$ cat src/rtl/sc_phase_gen.sv
// sc_phase_gen: two-phase non-overlapping clock generator for the
// switched-capacitor filter. One period is P1, GAP12, P2, GAP21, taking
// 2*half_period + 2*dead_time clock cycles.
//
// Handshake/config: cfg_load is a one-cycle strobe that captures
// half_period/dead_time into shadow registers in any state. The active
// copies follow the shadows only in IDLE and on GAP21->P1, so a period
// never changes length partway through. A cfg_load on the same edge as
// a period start is written through to that period.
//
// Optional feature: define SC_PHASE_GEN_OVERLAP_GUARD_EN to add a final
// gate that blanks both phases whenever both decodes are high, and to
// record that event in the sticky overlap_err flag.
module sc_phase_gen #(
    parameter int DIV_W  = 8,
    parameter int DEAD_W = 4
) (
    input  logic              clk,
    input  logic              rst,
    input  logic              en,
    input  logic              cfg_load,
    input  logic [DIV_W-1:0]  half_period,
    input  logic [DEAD_W-1:0] dead_time,
    output logic              phi1,
    output logic              phi2,
    output logic              sample_valid,
    output logic              busy,
    output logic              overlap_err
);

    localparam int CNT_W = (DIV_W > DEAD_W) ? DIV_W : DEAD_W;

    typedef enum logic [2:0] {
        IDLE  = 3'd0,
        P1    = 3'd1,
        GAP12 = 3'd2,
        P2    = 3'd3,
        GAP21 = 3'd4
    } state_t;

    state_t            state, state_nx;
    logic [CNT_W-1:0]  cnt, cnt_nx;
    logic [DIV_W-1:0]  hp_s, hp_a, hp_a_nx, hp_src, hp_eff;
    logic [DEAD_W-1:0] dt_s, dt_a, dt_a_nx, dt_src, dt_eff;
    logic              p1_dec, p2_dec, sv_dec;
    logic              phi1_d, phi2_d;

    // Value a new period would use: shadow, or the incoming value on a
    // same-cycle cfg_load (write-through), with zero clamped to one.
    always_comb begin
        hp_src = cfg_load ? half_period : hp_s;
        dt_src = cfg_load ? dead_time : dt_s;
        hp_eff = (hp_src == '0) ? DIV_W'(1) : hp_src;
        dt_eff = (dt_src == '0) ? DEAD_W'(1) : dt_src;
    end

    // Next-state and down-counter decode; the counter holds the cycles
    // remaining in the current state minus one.
    always_comb begin
        state_nx = state;
        cnt_nx   = cnt;
        hp_a_nx  = hp_a;
        dt_a_nx  = dt_a;
        case (state)
            IDLE: begin
                hp_a_nx = hp_eff;
                dt_a_nx = dt_eff;
                cnt_nx  = '0;
                if (en) begin
                    state_nx = P1;
                    cnt_nx   = CNT_W'(hp_eff - DIV_W'(1));
                end
            end
            P1: begin
                if (cnt == '0) begin
                    state_nx = GAP12;
                    cnt_nx   = CNT_W'(dt_a - DEAD_W'(1));
                end else begin
                    cnt_nx = cnt - CNT_W'(1);
                end
            end
            GAP12: begin
                if (cnt == '0) begin
                    state_nx = P2;
                    cnt_nx   = CNT_W'(hp_a - DIV_W'(1));
                end else begin
                    cnt_nx = cnt - CNT_W'(1);
                end
            end
            P2: begin
                if (cnt == '0) begin
                    state_nx = GAP21;
                    cnt_nx   = CNT_W'(dt_a - DEAD_W'(1));
                end else begin
                    cnt_nx = cnt - CNT_W'(1);
                end
            end
            GAP21: begin
                if (cnt == '0) begin
                    if (en) begin
                        state_nx = P1;
                        hp_a_nx  = hp_eff;
                        dt_a_nx  = dt_eff;
                        cnt_nx   = CNT_W'(hp_eff - DIV_W'(1));
                    end else begin
                        state_nx = IDLE;
                        cnt_nx   = '0;
                    end
                end else begin
                    cnt_nx = cnt - CNT_W'(1);
                end
            end
            default: begin
                state_nx = IDLE;
                cnt_nx   = '0;
            end
        endcase
    end

    // Output decodes taken from the next state so the flops below are
    // glitch-free copies of the phase that is about to begin.
    assign p1_dec = (state_nx == P1);
    assign p2_dec = (state_nx == P2);
    assign sv_dec = (state == P2) && (state_nx == GAP21);

`ifdef SC_PHASE_GEN_OVERLAP_GUARD_EN
    logic both_dec;
    assign both_dec = p1_dec & p2_dec;
    assign phi1_d   = p1_dec & ~both_dec;
    assign phi2_d   = p2_dec & ~both_dec;

    // Sticky record of any cycle where both phases were decoded high.
    always_ff @(posedge clk or posedge rst) begin
        if (rst) overlap_err <= 1'b0;
        else if (both_dec) overlap_err <= 1'b1;
    end
`else
    assign phi1_d      = p1_dec;
    assign phi2_d      = p2_dec;
    assign overlap_err = 1'b0;
`endif

    // FSM, counter, shadow/active configuration and registered phases.
    always_ff @(posedge clk or posedge rst) begin
        if (rst) begin
            state        <= IDLE;
            cnt          <= '0;
            hp_s         <= DIV_W'(1);
            dt_s         <= DEAD_W'(1);
            hp_a         <= DIV_W'(1);
            dt_a         <= DEAD_W'(1);
            phi1         <= 1'b0;
            phi2         <= 1'b0;
            sample_valid <= 1'b0;
        end else begin
            state        <= state_nx;
            cnt          <= cnt_nx;
            hp_a         <= hp_a_nx;
            dt_a         <= dt_a_nx;
            phi1         <= phi1_d;
            phi2         <= phi2_d;
            sample_valid <= sv_dec;
            if (cfg_load) begin
                hp_s <= half_period;
                dt_s <= dead_time;
            end
        end
    end

    assign busy = (state != IDLE);

endmodule

$ cat config.mk
export PLATFORM = sky130hd
export DESIGN_NAME = sc_phase_gen
export DESIGN_NICKNAME = d
export VERILOG_FILES = /design/src/rtl/sc_phase_gen.sv
export SDC_FILE = /design/constraint.sdc
export NUM_CORES = 1
export LEC_CHECK = 0
export ABC_CLOCK_PERIOD_IN_PS = 2050
export BUFFER_PORTS_ARGS = -buffer_cell sky130_fd_sc_hd__buf_2
export CAP_MARGIN = 0
export CORE_ASPECT_RATIO = 1.1
export CORE_MARGIN = 8
export CORE_UTILIZATION = 30
export DETAILED_ROUTE_END_ITERATION = 10
export GPL_TIMING_DRIVEN = 0
export PLACE_DENSITY_LB_ADDON = 0.1
export REMOVE_ABC_BUFFERS = 1
export SETUP_SLACK_MARGIN = 0.5
export SYNTH_ARGS = -nofsm -noshare
export SYNTH_HDL_FRONTEND = slang
export SYNTH_SLANG_ARGS = --single-unit
$ cat constraint.sdc
create_clock -name clk -period 2.05 [get_ports clk]
set_input_delay 0.205 -clock clk [delete_from_list [all_inputs] [get_ports clk]]
set_output_delay 0.205 -clock clk [all_outputs]
set_load 0.02 [all_outputs]
==> key figures, run 1 <==
Final layout
  • Diode count: 0
  • Area Overhead vs Synth: 38.2%
  • Core Util, Final: 0.431
  • Register area: approximately 960 µm²
  • Area taken by multi-input logic gates: around 1400 µm²
  • Fill cells: 715
  • Layout Cells excl Fill: about 370
  • Proportion of layout cells with a drive suffix above 1: 0.434
  • Nets: 301

Drt
  • ANT nets after route: 0
  • Vias: 1814
  • Drt total wl: 6000 µm
  • Vias per inst: 4.96
  • Iteration-0 DRC Markers: 53
  • Avg WL per Cell: approximately 16 µm
  • Drt drc: 0
  • Drt first pass iters: 4

Global route
  • First-pass GRT wire length: ~10000 µm
  • Largest net degree at the start of global routing: 39
  • Gr usage total: 0.117
  • Antenna violations before repair: 0
  • Vias in the first global route: between 1500 and 2000
  • GRT overflow: 0

Synth
  • Post-synthesis async set-or-reset flop share: 1.00
  • Yosys cell types: 50
  • Synth Warn #: 0
  • Syn avg cell area: around 9.8 µm²
  • Mapped Area: ~2200 µm²
  • Cells after Synth: ~230
  • Synth area leaders: dfrtp_1 (39%), mux2_2 (6.7%), dfstp_2 (4.8%), xnor2_1 (4.4%), a21oi_1 (3.9%)
  • Seq/Total Area, Yosys: 0.435
  • Yosys reg bits: 38
  • Dominant synthesized flop cell: dfrtp_1
  • Post-synth EDFFs: 0
  • Yosys top cell area share: 0.387
  • Post-synth top area cell: dfrtp_1

STA
  • Slew margin rel.: 0.459
  • Final setup fails: 0
  • Slew of the pin with the lowest slew margin: between 0.8 and 0.9 ns
  • Period minus WS final: roughly 1.9 ns
  • Setup TNS: 0 ns
  • F_max: 0.533 GHz
  • Fin. Hold Viols: 0
  • Slew Viols, Final: 0
  • Final Skew: 0.00879 ns
  • Fin Hold WS: approximately 0.064 ns
  • Fin crit share: 0.915
  • RSZ-0062 raised after global routing: yes

Clock tree
  • Root Buffer: clkbuf_8
  • Clock buffer depth: 2
  • Skew-Pair Late Insertion Delay: approximately 0.29 ns
  • CTS tree: built
  • Hold buffers post-CTS: 0
  • CTS buffer count: 5
  • Clk sinks: 38
  • CTS H-Tree Depth: 2
  • Clk slew on worst S/H paths: 0.08 ns

Worst setup path
  • CP max stage cell: dfrtp_1
  • Most used cell, CP: buf_6
  • Req. time, crit path: ~2.2 ns
  • Maximum fanout along the worst path: 7
  • Worst Setup End Kind: flip-flop
  • Critical path's top delay family: flip-flops
  • Kind of start point of the critical path: flip-flop
  • Worst EP arrival: about 2.1 ns
  • Crit Path Category: reg -> reg
  • Worst-path cell chain: inv_2 > ha_4 > nor4b_4 > buf_6 > nand2_8 > o21ai_4 > buf_6 > mux2_4
  • Slowest stage delay, CP: between 0.4 and 0.5 ns
  • Worst Path Buf+Inv: 3

Die
  • Die ar.: about 10000 µm²
  • Die W: just under 100 µm
  • Core area: between 7000 and 8000 µm²
  • Die H: ~110 µm
  • Count of standard-cell rows: 32
  • Initial core utilization: 0.312
  • Number of I/O pins: 21

Power and ir drop
  • Worst IR drop on VDD: between 300 and 400 µV
  • Leak: about 1.3 nW
  • Pwr Total: approximately 1.6 mW
  • Pwr dens: ~530 nW/µm²

Place
  • Port buffer count: 19
  • Hpwl dp: 3950 µm
  • DP Cell Count: 319
  • GP Congestion: 0.739

Hold path
  • Hold Crit Class: in -> async

Flow run
  • Max-cap viol count: 0

Status
  • Status: finished, final reports clean
-- final timing paths --
kind / slack [ns] / depth (start not counted) / startpoint / endpoint
min: 0.06 / 2 / rst / phi2
min in group clk: 0.18 / 2 / dead_time[0] / dt_s[0]
max: 0.17 / 8 / cnt[0] / hp_a[6]
min reg2reg: 0.52 / 1 / state[2] / state[1]
max in group asynchronous: 1.43 / 2 / rst / state[0]
max reg2reg: 0.17 / 8 / cnt[0] / hp_a[6]
-- metrics by stage --
stage / area (µm²) / worst slack [ns]
detailed placement: 2350 / -0.333
global placement: 2350 / -0.340
finish: 3040 / 0.175
floorplan: 2150 / 0.0716
CTS: 2920 / 0.156
global route: 3040 / 0.103
-- what timing repair did --
item                                    in CTS  in global routing
pin swaps                                   22                 11
endpoints found under the setup margin      27                 27
buffers inserted                            35                  3
gates resized for setup                     58                 17
gates cloned                                 0                  1
-- report_power, final --
part           internal, mW  switching (mW)  total, mW
sequential            0.792          0.0296      0.822
clock                 0.272           0.273      0.545
combinational         0.101           0.133      0.234
-- Yosys cell counts (2+ instances only) --
| cell | count |
|---|---|
| or3_1 | 5 |
| o22ai_1 | 4 |
| nand2_1 | 10 |
| mux2i_1 | 5 |
| or4_1 | 2 |
| clkbuf_1 | 5 |
| nor2_1 | 21 |
| dfrtp_1 | 34 |
| nand3_1 | 4 |
| xor2_1 | 4 |
| nor3_1 | 9 |
| o32ai_1 | 2 |
| nor3b_1 | 5 |
| o21ai_0 | 9 |
| o221ai_1 | 3 |
| dfstp_2 | 4 |
| nor4b_1 | 3 |
| buf_2 | 4 |
| nand3b_1 | 3 |
| o31ai_1 | 2 |
| nand2b_1 | 2 |
| a21oi_1 | 17 |
| ha_1 | 5 |
| mux2_2 | 13 |
| xnor2_1 | 11 |
| inv_1 | 13 |
| nor4_1 | 3 |
-- sequential cells by signal, indices dropped and copies added (netlist names) --
name / count
sample_valid: 1
state: 3
hp_s: 8
phi2: 1
dt_s: 4
hp_a: 8
phi1: 1
cnt: 8
dt_a: 4
-- cells by family after synthesis --
| group | count (synthesis) | share of synthesized area |
|---|---|---|
| AND/OR/NAND/NOR | 75 | 0.192 |
| AO/OA/AOI/OAI | 50 | 0.150 |
| flip-flops | 38 | 0.435 |
| buffers and inverters | 23 | 0.0433 |
| multiplexers | 18 | 0.0894 |
| XOR/XNOR | 15 | 0.0598 |
| adder cells (fa/ha/maj) | 5 | 0.0285 |
| other | 1 | 0.00171 |
-- cell usage in the layout, fill, tap and decap left out, types with 3 or more instances in the layout --
master	instances
a21oi_1	16
buf_2	18
buf_4	25
buf_6	15
clkbuf_8	6
dfrtp_1	31
dfrtp_2	3
dfstp_2	4
ha_1	3
inv_1	10
inv_2	3
mux2_2	8
mux2_4	5
mux2i_1	5
nand2_1	7
nand3b_1	3
nor2_1	17
nor2_2	4
nor3_1	6
nor3b_1	4
nor4_1	3
o21ai_0	4
o21ai_1	5
o22ai_1	3
or3_1	3
xnor2_1	10
xor2_1	4
-- cell type report --
cell class / instances / area share
clock buffers: 7 / 0.0284
clock inverters: 1 / 0.00165
inverters: 13 / 0.0161
multi-input cells: 164 / 0.456
flip-flops and latches: 38 / 0.316
well taps: 85 / 0.0350
repair buffers: 58 / 0.147
-- metal layers --
| layer | up-vias | GRT usage | wire [µm] | share of wire |
|---|---|---|---|---|
| met1 | 881 | 0.145 | 2900 | 0.48 |
| met4 | 0 | 0.0412 | 70 | 0.012 |
| li1 | 917 | - | - | - |
| met3 | 6 | 0.0202 | 104 | 0.017 |
| met2 | 10 | 0.200 | 2920 | 0.49 |
| met5 | - | 0 | 0 | 0 |
No activity file was read; power rests on OpenSTA's default activity.
==> inputs of run 2 (changes only) <==
--- a/config.mk
+++ b/config.mk
@@ -8,9 +8,8 @@
 export ABC_CLOCK_PERIOD_IN_PS = 2050
 export BUFFER_PORTS_ARGS = -buffer_cell sky130_fd_sc_hd__buf_2
 export CAP_MARGIN = 0
-export CORE_ASPECT_RATIO = 1.1
 export CORE_MARGIN = 8
-export CORE_UTILIZATION = 30
+export CORE_UTILIZATION = 59
 export DETAILED_ROUTE_END_ITERATION = 10
 export GPL_TIMING_DRIVEN = 0
 export PLACE_DENSITY_LB_ADDON = 0.1
==> run 2 against run 1 <==
Net effect: sequential cell count unchanged; largest power group unchanged; clock skew decreased by 0.0034 ns; utilization increased by 38 points; power increased by 16%; global-route usage increased by 7.1 points; largest cell class unchanged; final cell count decreased by 12%.
==> key figures, run 2 (synthesis results as in run 1) <==
Status
  • Status: finished, final reports clean (unchanged)

Clock tree
  • Clk sinks: 38 (unchanged)
  • Clk slew on worst S/H paths: 0.08 ns (about the same)
  • Root Buffer: clkbuf_8 (unchanged)
  • Hold buffers post-CTS: 0 (unchanged)
  • Clock buffer depth: 2 (unchanged)
  • Skew-Pair Late Insertion Delay: 0.29 ns (about the same)
  • CTS buffer count: 5 (unchanged)
  • CTS H-Tree Depth: 2 (unchanged)
  • CTS tree: built (unchanged)

STA
  • Slew of the pin with the lowest slew margin: 0.767 ns (was 0.811 ns)
  • Final setup fails: 0 (unchanged)
  • F_max: 0.530 GHz (was 0.533 GHz)
  • Slew Viols, Final: 0 (unchanged)
  • Final Skew: 0.00541 ns (was 0.00879 ns)
  • Slew margin rel.: 0.488 (was 0.459)
  • RSZ-0062 raised after global routing: yes (unchanged)
  • Setup TNS: 0 ns (unchanged)
  • Period minus WS final: 1.89 ns (was 1.88 ns)
  • Fin crit share: 0.921 (was 0.915)
  • Fin. Hold Viols: 0 (unchanged)

Worst setup path
  • Worst Setup End Kind: flip-flop (unchanged)
  • Req. time, crit path: 2.28 ns (was 2.23 ns)
  • R2r setup slk: 0.16 ns (was 0.17 ns)
  • Crit Path Category: reg -> reg (unchanged)
  • Maximum fanout along the worst path: 5 (was 7)
  • Worst EP arrival: 2.12 ns (was 2.05 ns)
  • Kind of start point of the critical path: flip-flop (unchanged)

Drt
  • Iteration-0 DRC Markers: 214 (was 53)
  • ANT nets after route: 0 (unchanged)
  • Drt first pass iters: 5 (was 4)
  • Vias: 2065 (was 1814)
  • Avg WL per Cell: 19.6 µm (was 16.4 µm)
  • Vias per inst: 6.43 (was 4.96)
  • Drt total wl: 6280 µm (was 6000 µm)
  • Drt drc: 0 (unchanged)

Final layout
  • Area Overhead vs Synth: 33.6% (was 38.2%)
  • Proportion of layout cells with a drive suffix above 1: 0.447 (was 0.434)
  • Core Util, Final: 0.809 (was 0.431)
  • Diode count: 0 (unchanged)
  • Layout Cells excl Fill: 321 (was 366)
  • Nets: 293 (was 301)
  • Most frequent cells in the layout: dfrtp_1 (30), buf_4 (25), buf_2 (17) (was dfrtp_1 (31), buf_4 (25), buf_2 (18))
  • Largest regs: cnt x8, hp_a x8, hp_s x8 (unchanged)
  • Commonest non-fill, non-tap cell in the layout: dfrtp_1 (unchanged)

Global route
  • GRT overflow: 0 (unchanged)
  • Gr usage total: 0.188 (was 0.117)
  • Antenna violations before repair: 0 (unchanged)
  • Largest net degree at the start of global routing: 39 (unchanged)
  • Vias in the first global route: 1971 (was 1970)
  • First-pass GRT wire length: 9190 µm (was 10100 µm)

Place
  • Hpwl dp: 3640 µm (was 3950 µm)
  • GP Congestion: 0.858 (was 0.739)
  • DP Cell Count: 282 (was 319)
  • Port buffer count: 19 (unchanged)

Power and ir drop
  • Worst IR drop on VDD: 506 µV (was 351 µV)
  • Pwr dens: 634 nW/µm² (was 527 nW/µm²)
  • Leak: 1.27 nW (was 1.30 nW)

Die
  • Number of I/O pins: 21 (unchanged)
  • Die H: 77.0 µm (was 106 µm)
  • Die ar.: 5940 µm² (was 10300 µm²)
  • Initial core utilization: 0.605 (was 0.312)
  • Count of standard-cell rows: 22 (was 32)
  • Core area: 3630 µm² (was 7050 µm²)
  • Die W: 77.0 µm (was 97.6 µm)

Flow run
  • Max-cap viol count: 0 (unchanged)

Hold path
  • Hold Crit Class: in -> async (unchanged)
run 2: cell count changes in the layout (fill, tap and decap cells not counted), sizes merged:
cell and change:
buf -9, bufinv +2, clkinv -1
run 2: timing repair:
item / CTS / global route
gates resized for setup: 35 / 29
cloned: 0 / 1
pin swaps: 15 / 5
setup buffers: 27 / 3
hold endpoints to repair: 0 / 0
endpoints found under the setup margin: 27 / 27
run 2: final timing paths:
check / endpoint / startpoint / cells past startpoint
min reg2reg: dt_s[2] / dt_s[2] / 1
min: state[2] / rst / 2
min in group clk: dt_s[0] / dead_time[0] / 2
max reg2reg: dt_a[0] / cnt[0] / 8
max: dt_a[0] / cnt[0] / 8
max in group asynchronous: hp_a[2] / rst / 2
run 2: worst max-delay path, cell delays in order, from the launching register on:
cell and delay [ns]:
dfrtp_1 0.39, inv_2 0.08, ha_4 0.13, nor4b_4 0.28, nand2_4 0.11, o21ai_4 0.23, buf_12 0.15, or3b_1 0.34
o21a_1 0.11
run 2: layout make-up:
cell class	instances	area, µm²
inverters	13	48.8
clock inverters	2	60.1
fillers	228	696
well taps	48	60.1
clock buffers	6	82.6
flip-flops and latches	38	961
multi-input cells	164	1340
repair buffers	50	389
run 2: layer usage:
| layer | track usage | wire, µm | vias to the layer above |
|---|---|---|---|
| met4 | 0.0792 | 160 | 0 |
| met2 | 0.324 | 3210 | 111 |
| met3 | 0.0431 | 376 | 22 |
| met1 | 0.219 | 2530 | 1023 |
| met5 | 0 | 0 | - |
| li1 | - | - | 909 |
run 2: report_power, final:
group / leakage, nW / switching [mW] / internal (mW)
Combinational: 0.754 / 0.144 / 0.106
Clock: 0.0714 / 0.270 / 0.519
Sequential: 0.442 / 0.0328 / 0.792
Total: 1.27 / 0.447 / 1.42
run 2: per-stage QoR:
step / power, mW / hold slack [ns] / worst slack, ns / instance area [µm²]
after floorplan: 0.961 / 0.366 / 0.0716 / 2150
after global placement: 1.02 / 0.456 / -0.192 / 2310
after detailed placement: 1.03 / 0.457 / -0.218 / 2310
after CTS: 1.83 / 0.159 / 0.220 / 2780
after global routing: 1.91 / 0.135 / 0.0670 / 2940
final: 1.86 / 0.0485 / 0.162 / 2940
